File: config.mk
export PLATFORM = sky130hd
export DESIGN_NAME = pwm_duty_ramp_flat
export DESIGN_NICKNAME = d
export VERILOG_FILES = /design/src/rtl/pwm_duty_ramp_if.sv /design/src/rtl/pwm_duty_ramp.sv /design/src/flat_wrapper.sv
export SDC_FILE = /design/constraint.sdc
export NUM_CORES = 1
export LEC_CHECK = 0
export BUFFER_PORTS_ARGS = -buffer_cell sky130_fd_sc_hd__buf_2
export CORE_ASPECT_RATIO = 0.75
export CORE_UTILIZATION = 66
export CTS_BUF_LIST = sky130_fd_sc_hd__clkbuf_16
export DETAILED_ROUTE_END_ITERATION = 7
export PLACE_DENSITY = 0.95
export REMOVE_ABC_BUFFERS = 1
export SYNTH_ARGS = -nofsm -noshare
export SYNTH_HDL_FRONTEND = slang
export SYNTH_SLANG_ARGS = --single-unit
File: constraint.sdc
create_clock -name clk -period 5.33 [get_ports clk]
set_input_delay 0.2665 -clock clk [delete_from_list [all_inputs] [get_ports clk]]
set_output_delay 0.2665 -clock clk [all_outputs]
set_load 0.05 [all_outputs]
File: src/rtl/pwm_duty_ramp_if.sv
// Target-request channel feeding pwm_duty_ramp: target duty, ramp step and
// update interval, qualified by a valid/ready handshake.
interface pwm_duty_ramp_if #(
  parameter int WIDTH      = 8,
  parameter int STEP_WIDTH = 4,
  parameter int DIV_WIDTH  = 16
);
  logic [WIDTH:0]          target_duty;
  logic                    target_valid;
  logic                    target_ready;
  logic [STEP_WIDTH-1:0]   step;
  logic [DIV_WIDTH-1:0]    update_interval;

  // Requester side
  modport master (
    output target_duty, target_valid, step, update_interval,
    input  target_ready
  );

  // Ramp generator side
  modport slave (
    input  target_duty, target_valid, step, update_interval,
    output target_ready
  );
endinterface

File: src/rtl/pwm_duty_ramp.sv
// Duty-cycle ramp generator: accepts a target duty and slews the registered
// duty output toward it by a fixed step every N clocks, giving the PWM
// output soft-start / soft-stop. A one-cycle done pulse marks arrival.
module pwm_duty_ramp #(
  parameter int WIDTH      = 8,
  parameter int STEP_WIDTH = 4,
  parameter int DIV_WIDTH  = 16
) (
  input  logic                 clk,
  input  logic                 rst_n,
  pwm_duty_ramp_if.slave       tgt,
  input  logic                 hold,
  output logic [WIDTH:0]       duty,
  output logic                 ramping,
  output logic                 done
);

  typedef enum logic {
    ST_IDLE = 1'b0,
    ST_RAMP = 1'b1
  } state_t;

  // 2^WIDTH: the "always on" duty value and the clamp ceiling for targets
  localparam logic [WIDTH:0] FULL_DUTY = {1'b1, {WIDTH{1'b0}}};

  state_t                state_q, state_d;
  logic [WIDTH:0]        duty_q, duty_d;
  logic [WIDTH:0]        tgt_q, tgt_d;
  logic [STEP_WIDTH-1:0] step_q, step_d;
  logic [DIV_WIDTH-1:0]  ivl_q, ivl_d;
  logic [DIV_WIDTH-1:0]  cnt_q, cnt_d;
  logic                  done_q, done_d;

  // Request decode: clamp the target and map zero step/interval to one
  logic [WIDTH:0]        req_tgt;
  logic [STEP_WIDTH-1:0] req_step;
  logic [DIV_WIDTH-1:0]  req_ivl;

  // One extra bit of headroom so duty+step and target+step never wrap
  logic [WIDTH+1:0]      duty_w, tgt_w, step_w, sum_w, lim_w, next_w;

  // Decode the incoming request fields
  always_comb begin
    req_tgt  = (tgt.target_duty > FULL_DUTY) ? FULL_DUTY : tgt.target_duty;
    req_step = (tgt.step == '0) ? STEP_WIDTH'(1) : tgt.step;
    req_ivl  = (tgt.update_interval == '0) ? DIV_WIDTH'(1) : tgt.update_interval;
  end

  // Next duty value after one update, saturating at the target in either direction
  always_comb begin
    duty_w = {1'b0, duty_q};
    tgt_w  = {1'b0, tgt_q};
    step_w = '0;
    step_w[STEP_WIDTH-1:0] = step_q;
    sum_w  = duty_w + step_w;
    lim_w  = tgt_w + step_w;
    if (duty_w < tgt_w) begin
      next_w = (sum_w > tgt_w) ? tgt_w : sum_w;
    end else if (duty_w >= lim_w) begin
      next_w = duty_w - step_w;
    end else begin
      next_w = tgt_w;
    end
  end

  // Next-state logic: accept in IDLE, count and update in RAMP
  always_comb begin
    state_d = state_q;
    duty_d  = duty_q;
    tgt_d   = tgt_q;
    step_d  = step_q;
    ivl_d   = ivl_q;
    cnt_d   = cnt_q;
    done_d  = 1'b0;
    unique case (state_q)
      ST_IDLE: begin
        if (tgt.target_valid) begin
          tgt_d  = req_tgt;
          step_d = req_step;
          ivl_d  = req_ivl;
          cnt_d  = '0;
          if (req_tgt == duty_q) begin
            // Already there: acknowledge with done but never enter RAMP
            done_d = 1'b1;
          end else begin
            state_d = ST_RAMP;
          end
        end
      end
      ST_RAMP: begin
        if (!hold) begin
          if (cnt_q == ivl_q - DIV_WIDTH'(1)) begin
            cnt_d  = '0;
            duty_d = next_w[WIDTH:0];
            if (next_w == tgt_w) begin
              // Final duty and done become visible in the same cycle
              state_d = ST_IDLE;
              done_d  = 1'b1;
            end
          end else begin
            cnt_d = cnt_q + DIV_WIDTH'(1);
          end
        end
      end
      default: state_d = ST_IDLE;
    endcase
  end

  // State and datapath registers with synchronous active-low reset
  always_ff @(posedge clk) begin
    if (!rst_n) begin
      state_q <= ST_IDLE;
      duty_q  <= '0;
      tgt_q   <= '0;
      step_q  <= '0;
      ivl_q   <= '0;
      cnt_q   <= '0;
      done_q  <= 1'b0;
    end else begin
      state_q <= state_d;
      duty_q  <= duty_d;
      tgt_q   <= tgt_d;
      step_q  <= step_d;
      ivl_q   <= ivl_d;
      cnt_q   <= cnt_d;
      done_q  <= done_d;
    end
  end

  assign tgt.target_ready = (state_q == ST_IDLE);
  assign ramping          = (state_q == ST_RAMP);
  assign duty             = duty_q;
  assign done             = done_q;

endmodule

File: src/flat_wrapper.sv
// flat-port wrapper written by rule: the top's interface ports become plain ports
module pwm_duty_ramp_flat 
#(
  parameter int WIDTH      = 8,
  parameter int STEP_WIDTH = 4,
  parameter int DIV_WIDTH  = 16
)
  (clk, rst_n, hold, duty, ramping, done, tgt_target_duty, tgt_target_valid, tgt_step, tgt_update_interval, tgt_target_ready);
  pwm_duty_ramp_if #(.WIDTH(WIDTH), .STEP_WIDTH(STEP_WIDTH), .DIV_WIDTH(DIV_WIDTH)) tgt_i ();
  input  logic clk;
  input  logic rst_n;
  input  logic hold;
  output logic [WIDTH:0] duty;
  output logic ramping;
  output logic done;
  input wire logic [$bits(tgt_i.target_duty)-1:0] tgt_target_duty;
  input wire logic [$bits(tgt_i.target_valid)-1:0] tgt_target_valid;
  input wire logic [$bits(tgt_i.step)-1:0] tgt_step;
  input wire logic [$bits(tgt_i.update_interval)-1:0] tgt_update_interval;
  output wire logic [$bits(tgt_i.target_ready)-1:0] tgt_target_ready;
  assign tgt_i.target_duty = tgt_target_duty;
  assign tgt_i.target_valid = tgt_target_valid;
  assign tgt_i.step = tgt_step;
  assign tgt_i.update_interval = tgt_update_interval;
  assign tgt_target_ready = tgt_i.target_ready;
  pwm_duty_ramp #(.WIDTH(WIDTH), .STEP_WIDTH(STEP_WIDTH), .DIV_WIDTH(DIV_WIDTH)) u_core (.clk(clk), .rst_n(rst_n), .tgt(tgt_i), .hold(hold), .duty(duty), .ramping(ramping), .done(done));
endmodule
==> metrics, run 1 <==
WS Path Type=register to register; Layout area overhead=8.533%; fraction of final layout cells sized beyond drive strength 1=10.64%; cells along the critical path=ha_1 -> nor3b_1 -> o31a_1 -> o21ai_0 -> xor2_1 -> inv_1 -> ha_1 -> a211oi_1 -> o21ai_0 -> o221ai_1 -> and3_1 -> nor2_1 -> a221oi_1 -> mux2i_1 -> nor2b_1; number of optimization iterations in the first detailed-route pass=7; number of antenna-violating nets in the routed design=0; total overflow reported by the global router=0; outcome=finished clean; share of Yosys cell area claimed by the top area cell type=23.03%; Min-Delay Path Class=input port to register; tightest slew margin relative to the limit=7.712%; number of max-cap violations=0; Hold WS=0.2252 ns; number of enable flip-flop cells after synthesis=0; number of DRC markers in iteration 0=392; Die Footprint=0.007727 mm²; wire length of the first global-routing pass=23.23 mm; gate family responsible for the most delay along the worst path=compound AO/OA/AOI/OAI gates; clock transition at the registers of the reported paths=0.07 ns; clock skew=0.004994 ns; post-synthesis instance area=0.004868 mm²; Post-route DRC=0; most common cell after layout, fill and taps aside=nand2_1; Clock Tree Root=clkbuf_16; number of placed I/O pins=45; total number of placement rows=26; min Tclk post-route=4.406 ns; most instantiated flip-flop cell in the synthesis netlist=dfxtp_1; kind of end point of the critical path=register; Skew-Pair Late Insertion Delay=0.29 ns; post-route fraction of the period consumed by the critical path=82.66%; main area contributors after synthesis=dfxtp_1 (23%), ha_1 (10%), xnor2_1 (7.6%); Final Power=0.001223 W; maximum number of pins on one net before global-route repair=48; async set-reset flop share out of synthesis=0%; number of distinct library cells after synthesis=70; share of synthesized area occupied by flip-flops and latches=23.03%; maximum buffer depth of the clock tree=2; Post-Synthesis Cells=613; placed instance area=0.005099 mm²; net count reported at finish=715; Tightest Pin Transition=1.372 ns; floorplan core area=0.006962 mm²; total buffers and inverters traversed by the critical path=1; number of antenna violations at the first check in global routing=0; Data arrival, critical path=4.63 ns; Leakage=2.231 nW; Placed Instances=730; Peak Freq=227.0 MHz; power density normalized to cell area=231.4 mW/mm²; vias in the first global route=4,734; number of setup buffers added after CTS=0; Peak supply drop=185.3 µV; number of vias after detailed routing=5,008; most frequent cells in the layout=nand2_1 (70), dfxtp_1 (56), buf_2 (44); ANT cells=0; CP max stage cell=dfxtp_1; Die Y=76.38 µm; Initial Utilization=69.93%; hold buffer count at CTS=0; TritonCTS clock tree=yes; average wire per cell in the routed design=19.72 µm; critical path required time=5.55 ns; number of vias per cell=6.795; clock sink count=56; Final Slew Violations=0; Finished Cell Area=0.005284 mm²; Routed WL=14.53 mm; post-synthesis average cell area=7.942 µm²; weighted congestion reported at the end of routability-driven placement=0.9950; floorplan die width=101.2 µm; critical-path maximum fanout=9; number of input and output port buffers inserted=44; Yosys warning count=0; number of flip-flops and latches in the synthesized netlist=56; Yosys top cell by area=dfxtp_1; Critical Path Source Type=register; Filler cells=537; total global routing track utilization=38.59%; HPWL Detailed=10.46 mm; final setup TNS=0 ns; number of buffers created by CTS=5; fin cells=737; delay of the slowest critical-path stage=0.54 ns; count of endpoints failing hold in the final timing report=0; RSZ-0062 raised after global routing=no; Finish-stage setup viols=0; Post-CTS Resized=0; number of levels in the clock H-tree=2
==> worst paths after layout <==
check                   start          endpoint  slack (ns)  cells past startpoint
min reg2reg  u_core.ivl_q[10]  u_core.ivl_q[10]        0.51                      2
min               tgt_step[3]  u_core.step_q[3]        0.23                      3
max            u_core.duty[2]    u_core.duty[6]        0.92                     15
max reg2reg    u_core.duty[2]    u_core.duty[6]        0.92                     15
==> report_power, final <==
| group | internal, W | switching (W) | total (W) | leakage, nW |
|---|---|---|---|---|
| logic | 0.000133 | 0.000217 | 0.000350 | 1.69 |
| clock network | 0.000267 | 0.000153 | 0.000420 | 0.0899 |
| registers | 0.000431 | 0.0000221 | 0.000453 | 0.456 |
| total | 0.000831 | 0.000392 | 0.00122 | 2.23 |
==> cells in the mapped netlist (5+ instances only) <==
| master | instances |
|---|---|
| a21boi_0 | 26 |
| a21o_1 | 16 |
| a21oi_1 | 25 |
| a22oi_1 | 5 |
| and3_1 | 13 |
| clkbuf_1 | 24 |
| dfxtp_1 | 56 |
| ha_1 | 40 |
| inv_1 | 28 |
| mux2i_1 | 7 |
| nand2_1 | 70 |
| nand2b_1 | 9 |
| nand3_1 | 21 |
| nand3b_1 | 9 |
| nand4_1 | 10 |
| nor2_1 | 36 |
| nor2b_1 | 12 |
| nor3_1 | 16 |
| nor3b_1 | 12 |
| nor4_1 | 13 |
| o21ai_0 | 23 |
| o21ai_1 | 7 |
| xnor2_1 | 42 |
| xor2_1 | 17 |
==> per-layer routing <==
layer,GRT usage [%],part of all wire (%),up-vias
li1,-,-,2265
met1,53.52,41,2309
met2,58.84,43,365
met3,7.798,13,69
met4,14.35,3.2,0
met5,0,0,-
==> tightest hold or removal path: stages <==
cell and delay [ns]:
buf_2 0.10, nand2_1 0.04, a21boi_0 0.06
==> cell type report <==
class | count | area [µm²] | share of cell area [%]
clock buffers | 5 | 125.1 | 2.368
clock inverters | 2 | 60.06 | 1.137
inverters | 29 | 108.9 | 2.060
multi-input cells | 500 | 3503 | 66.30
flip-flops and latches | 56 | 1121 | 21.22
well taps | 98 | 122.6 | 2.321
repair buffers | 47 | 242.7 | 4.594
==> flip-flops by register name (all words and copies together), names as in the netlist <==
register / cells
u_core.cnt_q: 16
u_core.done: 1
u_core.tgt_q: 9
u_core.duty: 9
u_core.step_q: 4
u_core.ramping: 1
u_core.ivl_q: 16
==> logic make-up after synthesis <==
logic type | Yosys count | share of synthesized area (%)
flip-flops | 56 | 23.03
multiplexers | 7 | 1.439
AO/OA/AOI/OAI | 154 | 22.44
buffers and inverters | 57 | 5.063
AND/OR/NAND/NOR | 237 | 25.91
XOR/XNOR | 59 | 10.61
adder cells (fa/ha/maj) | 43 | 11.51
==> through the flow <==
stage	util, %	worst slack [ns]
3_3_place_gp	73.24	1.195
2_1_floorplan	-	1.432
3_5_place_dp	73.24	1.168
4_1_cts	75.90	1.089
6_report	75.90	0.9245
5_1_grt	75.90	0.5478
Power figures use the tool's default switching activity.
==> inputs of run 2 (changes only) <==
--- a/config.mk
+++ b/config.mk
@@ -7,10 +7,10 @@
 export LEC_CHECK = 0
 export BUFFER_PORTS_ARGS = -buffer_cell sky130_fd_sc_hd__buf_2
 export CORE_ASPECT_RATIO = 0.75
-export CORE_UTILIZATION = 66
+export CORE_UTILIZATION = 61
 export CTS_BUF_LIST = sky130_fd_sc_hd__clkbuf_16
 export DETAILED_ROUTE_END_ITERATION = 7
-export PLACE_DENSITY = 0.95
+export PLACE_DENSITY = 0.9
 export REMOVE_ABC_BUFFERS = 1
 export SYNTH_ARGS = -nofsm -noshare
 export SYNTH_HDL_FRONTEND = slang
==> constraint.sdc (replaced) <==
create_clock -name clk -period 4.3 [get_ports clk]
set_input_delay 0.215 -clock clk [delete_from_list [all_inputs] [get_ports clk]]
set_output_delay 0.215 -clock clk [all_outputs]
set_load 0.05 [all_outputs]
==> run 2 against run 1 <==
Compared with the run above:
- setup slack got worse by 0.68 ns
- wire length shrank 3.7%
- die area is 8.0% higher
- power grew 25%
- critical path depth up 1
- count of clock-buffer cells in the layout stayed put
- non-clock buffer count is 7 higher
- final cell count rose by 1.5%
- register-to-register slack worse by 0.68 ns
- clock skew rose by 0.00056 ns
- critical path type unchanged
- critical endpoint is now u_core.duty[2]
- largest cell class unchanged
==> metrics, run 2 (synthesis results as in run 1) <==
critical path required time=4.49 ns (-1.06 ns); number of levels in the clock H-tree=2 (unchanged); TritonCTS clock tree=yes; RSZ-0062 raised after global routing=no; delay of the slowest critical-path stage=0.45 ns (-0.09 ns); net count reported at finish=722 (+0.98%); vias in the first global route=4,518 (-4.6%); number of placed I/O pins=45 (unchanged); utilization of the core after routing=71.27% (-4.6 points); Die Footprint=0.008346 mm² (+8.0%); gate family responsible for the most delay along the worst path=compound AO/OA/AOI/OAI gates; fraction of final layout cells sized beyond drive strength 1=12.52% (+1.9 points); number of setup buffers added after CTS=0 (unchanged); post-route fraction of the period consumed by the critical path=94.36% (+12 points); worst slack at placement=0.1995 ns (-0.9681 ns); average wire per cell in the routed design=18.72 µm (-5.1%); number of antenna-violating nets in the routed design=0 (unchanged); weighted congestion reported at the end of routability-driven placement=1.032 (+3.8%); number of vias per cell=6.475 (-4.7%); kind of end point of the critical path=register; clock skew=0.005555 ns (+0.0005613 ns); Routed WL=14.00 mm (-3.7%); Peak Freq=246.5 MHz (+8.6%); Peak supply drop=176.5 µV (-4.8%); minimum setup slack in the final design=0.2424 ns (-0.6821 ns); number of DRC markers in iteration 0=510 (+30%); total buffers and inverters traversed by the critical path=2 (+1); Finish-stage setup viols=0 (unchanged); Skew-Pair Late Insertion Delay=0.30 ns (about the same); number of optimization iterations in the first detailed-route pass=5 (-2); number of input and output port buffers inserted=44 (unchanged); critical-path maximum fanout=8 (-1); tightest slew margin relative to the limit=32.04% (+24 points); ANT cells=0 (unchanged); Min-Delay Path Class=input port to register; clock transition at the registers of the reported paths=0.08 ns (about the same); number of vias after detailed routing=4,843 (-3.3%); Data arrival, critical path=4.25 ns (-0.38 ns); power density normalized to cell area=284.7 mW/mm² (+23%); maximum buffer depth of the clock tree=2 (unchanged); total overflow reported by the global router=0 (unchanged); Die Y=79.37 µm (+3.9%); largest registers in the final layout=u_core.cnt_q: 16 flops, u_core.ivl_q: 16 flops; CP max stage cell=ha_1; Layout area overhead=10.28%; floorplan core area=0.007533 mm² (+8.2%); Leakage=2.275 nW (+2.0%); Critical Path Source Type=register; wire length of the first global-routing pass=22.97 mm (-1.1%); outcome=finished clean; total global routing track utilization=35.20% (-3.4 points); count of endpoints failing hold in the final timing report=0 (unchanged); Final Slew Violations=0 (unchanged); WS Path Type=register to register; most common cell after layout, fill and taps aside=nand2_1; Initial Utilization=64.62% (-5.3 points); HPWL Detailed=10.44 mm (-0.14%); min Tclk post-route=4.058 ns (-0.3479 ns); Finished Cell Area=0.005369 mm² (+1.6%); number of buffers created by CTS=5 (unchanged); number of max-cap violations=0 (unchanged); number of antenna violations at the first check in global routing=0 (unchanged); Clock Tree Root=clkbuf_16; clock sink count=56 (unchanged); final setup TNS=0 ns (unchanged); floorplan die width=105.2 µm (+3.9%); cells along the critical path=inv_1 -> ha_1 -> nor3b_2 -> o31a_1 -> o21ai_0 -> xor2_1 -> inv_1 -> ha_1 -> a21oi_1 -> o21ai_0 -> o221ai_2 -> and3_2 -> nor2_1 -> a21oi_1 -> mux2i_1 -> nor2b_1; maximum number of pins on one net before global-route repair=48 (unchanged); Post-route DRC=0 (unchanged); Tightest Pin Transition=1.017 ns (-0.3547 ns); total number of placement rows=27 (+3.8%); most frequent cells in the layout=nand2_1 (70), dfxtp_1 (55), buf_2 (44); placed instance area=0.005155 mm² (+1.1%)
==> run 2: final timing paths <==
check,slack [ns],cells after the start,endpoint,start
worst max register to register,0.24,16,u_core.duty[2],u_core.step_q[2]
worst max-delay path,0.24,16,u_core.duty[2],u_core.step_q[2]
worst min register to register,0.50,2,u_core.ivl_q[14],u_core.ivl_q[14]
worst min-delay path,0.18,3,u_core.ivl_q[12],tgt_update_interval[12]
==> run 2: worst min-delay path: stages <==
cell	delay [ns]
buf_2	0.10
nand2_1	0.04
a21boi_0	0.06
==> run 2: metrics by stage <==
stage               power (W)  std cells  hold slack (ns)
floorplan           0.0008554        585           0.3325
global placement    0.0009636        740           0.4765
detailed placement  0.0009819        740           0.4887
CTS                  0.001514        748           0.1790
global route         0.001587        748           0.1976
finish               0.001529        748           0.1786
==> run 2: layer usage <==
metal | routed length (µm) | up-vias | track usage, %
met1 | 6061 | 2240 | 50.50
met2 | 5969 | 287 | 54.24
met4 | 297 | 0 | 9.718
li1 | - | 2277 | -
met3 | 1672 | 39 | 5.911
met5 | 0 | - | 0
==> run 2: power breakdown <==
part | internal (W) | switching (W)
clock | 0.000336 | 0.000201
sequential | 0.000535 | 0.0000262
combinational | 0.000170 | 0.000261
==> run 2: area by class of cell <==
| class | instances | area [µm²] |
|---|---|---|
| well taps | 101 | 126.4 |
| fillers | 586 | 2165 |
| multi-input cells | 500 | 3522 |
| repair buffers | 54 | 295.3 |
| clock inverters | 3 | 68.82 |
| clock buffers | 5 | 125.1 |
| flip-flops and latches | 56 | 1122 |
| inverters | 29 | 108.9 |
==> run 2: what timing repair did <==
item	CTS	global route
resized for setup	0	5
setup endpoints to repair	0	10
hold buffers	0	0
==> inputs of run 3 (changes only) <==
--- a/config.mk
+++ b/config.mk
@@ -10,7 +10,7 @@
 export CORE_UTILIZATION = 61
 export CTS_BUF_LIST = sky130_fd_sc_hd__clkbuf_16
 export DETAILED_ROUTE_END_ITERATION = 7
-export PLACE_DENSITY = 0.9
+export PLACE_DENSITY = 0.82
 export REMOVE_ABC_BUFFERS = 1
 export SYNTH_ARGS = -nofsm -noshare
 export SYNTH_HDL_FRONTEND = slang
==> run 3 against run 2 <==
Compared with the run above:
- worst hold slack lost 0.0023 ns
- core utilization is 0.42 points higher
- die area is the same
- register-to-register slack barely moved
- final cell count rose by 1.2%
- clock power decreased by 13%
- sequential power about the same
- global-route usage down 0.10 points
- largest cell class unchanged
- largest power group unchanged
==> metrics, run 3 (synthesis results as in run 1) <==
outcome=finished clean; Routed WL=14.30 mm (+2.1%); number of antenna-violating nets in the routed design=0 (unchanged); TritonCTS clock tree=yes; fraction of final layout cells sized beyond drive strength 1=13.26% (+0.74 points); switch share=32.85% (+0.95 points); count of endpoints failing hold in the final timing report=0 (unchanged); clock skew=0.006387 ns (+0.0008320 ns); Leakage=2.314 nW (+1.7%); most frequent cells in the layout=nand2_1 (70), dfxtp_1 (56), buf_2 (44); min Tclk post-route=4.052 ns (-0.005944 ns); HPWL Detailed=10.65 mm (+2.0%); cell-internal power=0.0009850 W (-5.4%); Critical Path Source Type=register; WS Path Type=register to register; ANT cells=0 (unchanged); maximum buffer depth of the clock tree=2 (unchanged); number of vias after detailed routing=4,922 (+1.6%); Tightest Pin Transition=0.8719 ns (-0.1451 ns); Initial Utilization=64.62% (unchanged); kind of end point of the critical path=register; Final Power=0.001467 W (-4.0%); most common cell after layout, fill and taps aside=nand2_1; combinational share of power=30.2% (+2.0 points); critical path required time=4.54 ns (+0.05 ns); tightest slew margin relative to the limit=41.75% (+9.7 points); maximum number of pins on one net before global-route repair=48 (unchanged); floorplan core area=0.007533 mm² (unchanged); average wire per cell in the routed design=18.89 µm (+0.93%); relative contribution of sequential cells to total power=38.1% (+1.4 points); Data arrival, critical path=4.29 ns (+0.04 ns); number of levels in the clock H-tree=2 (unchanged); weighted congestion reported at the end of routability-driven placement=1.039 (+0.61%); Die Footprint=0.008346 mm² (unchanged); total overflow reported by the global router=0 (unchanged); Final Slew Violations=0 (unchanged); number of DRC markers in iteration 0=416 (-18%); clock transition at the registers of the reported paths=0.07 ns (about the same); Layout area overhead=10.92%; Post-route DRC=0 (unchanged); floorplan die width=105.2 µm (unchanged); number of vias per cell=6.502 (+0.42%); Peak supply drop=262.9 µV (+49%); number of input and output port buffers inserted=44 (unchanged); delay of the slowest critical-path stage=0.43 ns (-0.02 ns); net count reported at finish=731 (+1.2%); clock sink count=56 (unchanged); number of optimization iterations in the first detailed-route pass=5 (unchanged); Peak Freq=246.8 MHz (+0.15%); critical-path maximum fanout=5 (-3); Skew-Pair Late Insertion Delay=0.30 ns (about the same); Clock Tree Root=clkbuf_16; portion of total power attributed to the clock network=31.7% (-3.4 points); vias in the first global route=4,444 (-1.6%); number of stages on the worst hold path=3 (unchanged); total number of placement rows=27 (unchanged); largest registers in the final layout=u_core.cnt_q: 16 flops, u_core.ivl_q: 16 flops; number of antenna violations at the first check in global routing=0 (unchanged); Finish-stage setup viols=0 (unchanged); CP max stage cell=dfxtp_1; Die Y=79.37 µm (unchanged); power density normalized to cell area=271.7 mW/mm² (-4.6%); Filler cells=634 (+8.2%); Hold WS=0.1763 ns (-0.002331 ns); number of placed I/O pins=45 (unchanged); total net switching power=0.0004819 W (-1.2%); number of max-cap violations=0 (unchanged); Min-Delay Path Class=input port to register; cells along the critical path=inv_1 -> ha_1 -> nor3b_1 -> o31a_1 -> o21ai_0 -> xor2_1 -> inv_1 -> ha_1 -> a211oi_1 -> o21ai_0 -> o221ai_2 -> o221a_2 -> o2111ai_1 -> a22o_1 -> nor4_1 -> o21a_1; wire length of the first global-routing pass=22.84 mm (-0.57%); total global routing track utilization=35.09% (-0.10 points); number of buffers created by CTS=5 (unchanged); post-route fraction of the period consumed by the critical path=94.22% (-0.14 points); Reg2Reg Depth=16 (unchanged)
==> run 3: final cells by class <==
class                           count  area, µm²  area share, %
Multi-Input combinational cell    500       3517          65.13
Sequential cell                    56       1121          20.76
Tap cell                          101      126.4          2.340
Timing Repair Buffer               63      362.8          6.719
Clock buffer                        5      125.1          2.317
Inverter                           29      108.9          2.016
Clock inverter                      3      38.79         0.7183
==> run 3: final timing paths <==
check	start	to	slack, ns
setup / recovery	u_core.step_q[1]	u_core.done	0.25
setup reg to reg	u_core.step_q[1]	u_core.done	0.25
hold reg to reg	u_core.ivl_q[15]	u_core.ivl_q[15]	0.50
hold / removal	tgt_step[2]	u_core.step_q[2]	0.18
==> run 3: routing by layer <==
| metal | up-vias | part of all wire, % | track usage (%) | wire length, µm |
|---|---|---|---|---|
| li1 | 2298 | - | - | - |
| met1 | 2306 | 46 | 51.11 | 6613 |
| met2 | 298 | 42 | 53.38 | 5968 |
| met3 | 20 | 11 | 6.979 | 1580 |
| met4 | 0 | 0.97 | 7.183 | 138 |
| met5 | - | 0 | 0 | 0 |
==> run 3: power by group through the flow <==
stage | Sequential (W) | Clock (W) | Combinational [W]
final | 0.000559 | 0.000465 | 0.000443
after global placement | 0.000569 | 0 | 0.000406
after detailed placement | 0.000570 | 0 | 0.000415
after floorplan | 0.000567 | 0 | 0.000288
after CTS | 0.000558 | 0.000470 | 0.000419
after global routing | 0.000562 | 0.000487 | 0.000481
==> run 3: metrics by stage <==
stage | setup TNS, ns | cell area, µm² | utilization [%] | instances | setup WS [ns]
global route | -0.009746 | 5400 | 71.68 | 757 | -0.009746
finish | 0 | 5400 | 71.68 | 757 | 0.2483
global placement | 0 | 5207 | 69.12 | 747 | 0.3593
CTS | 0 | 5371 | 71.30 | 755 | 0.1918
floorplan | 0 | 4731 | - | 585 | 0.4018
detailed placement | 0 | 5207 | 69.12 | 747 | 0.1967
==> run 3: repair_timing <==
action,in CTS,in global routing
hold buffers,0,0
buffers inserted,0,2
gates resized for setup,0,3
endpoints found under the hold margin,0,0
setup endpoints to repair,0,10
==> run 3: worst max-delay path, delay by kind of cell (launching register included) <==
kind,cells,cell delay [ns]
AND/OR/NAND/NOR,2,0.70
flip-flops,1,0.43
AO/OA/AOI/OAI,9,1.80
buffers and inverters,2,0.24
adder cells (fa/ha/maj),2,0.64
XOR/XNOR,1,0.19
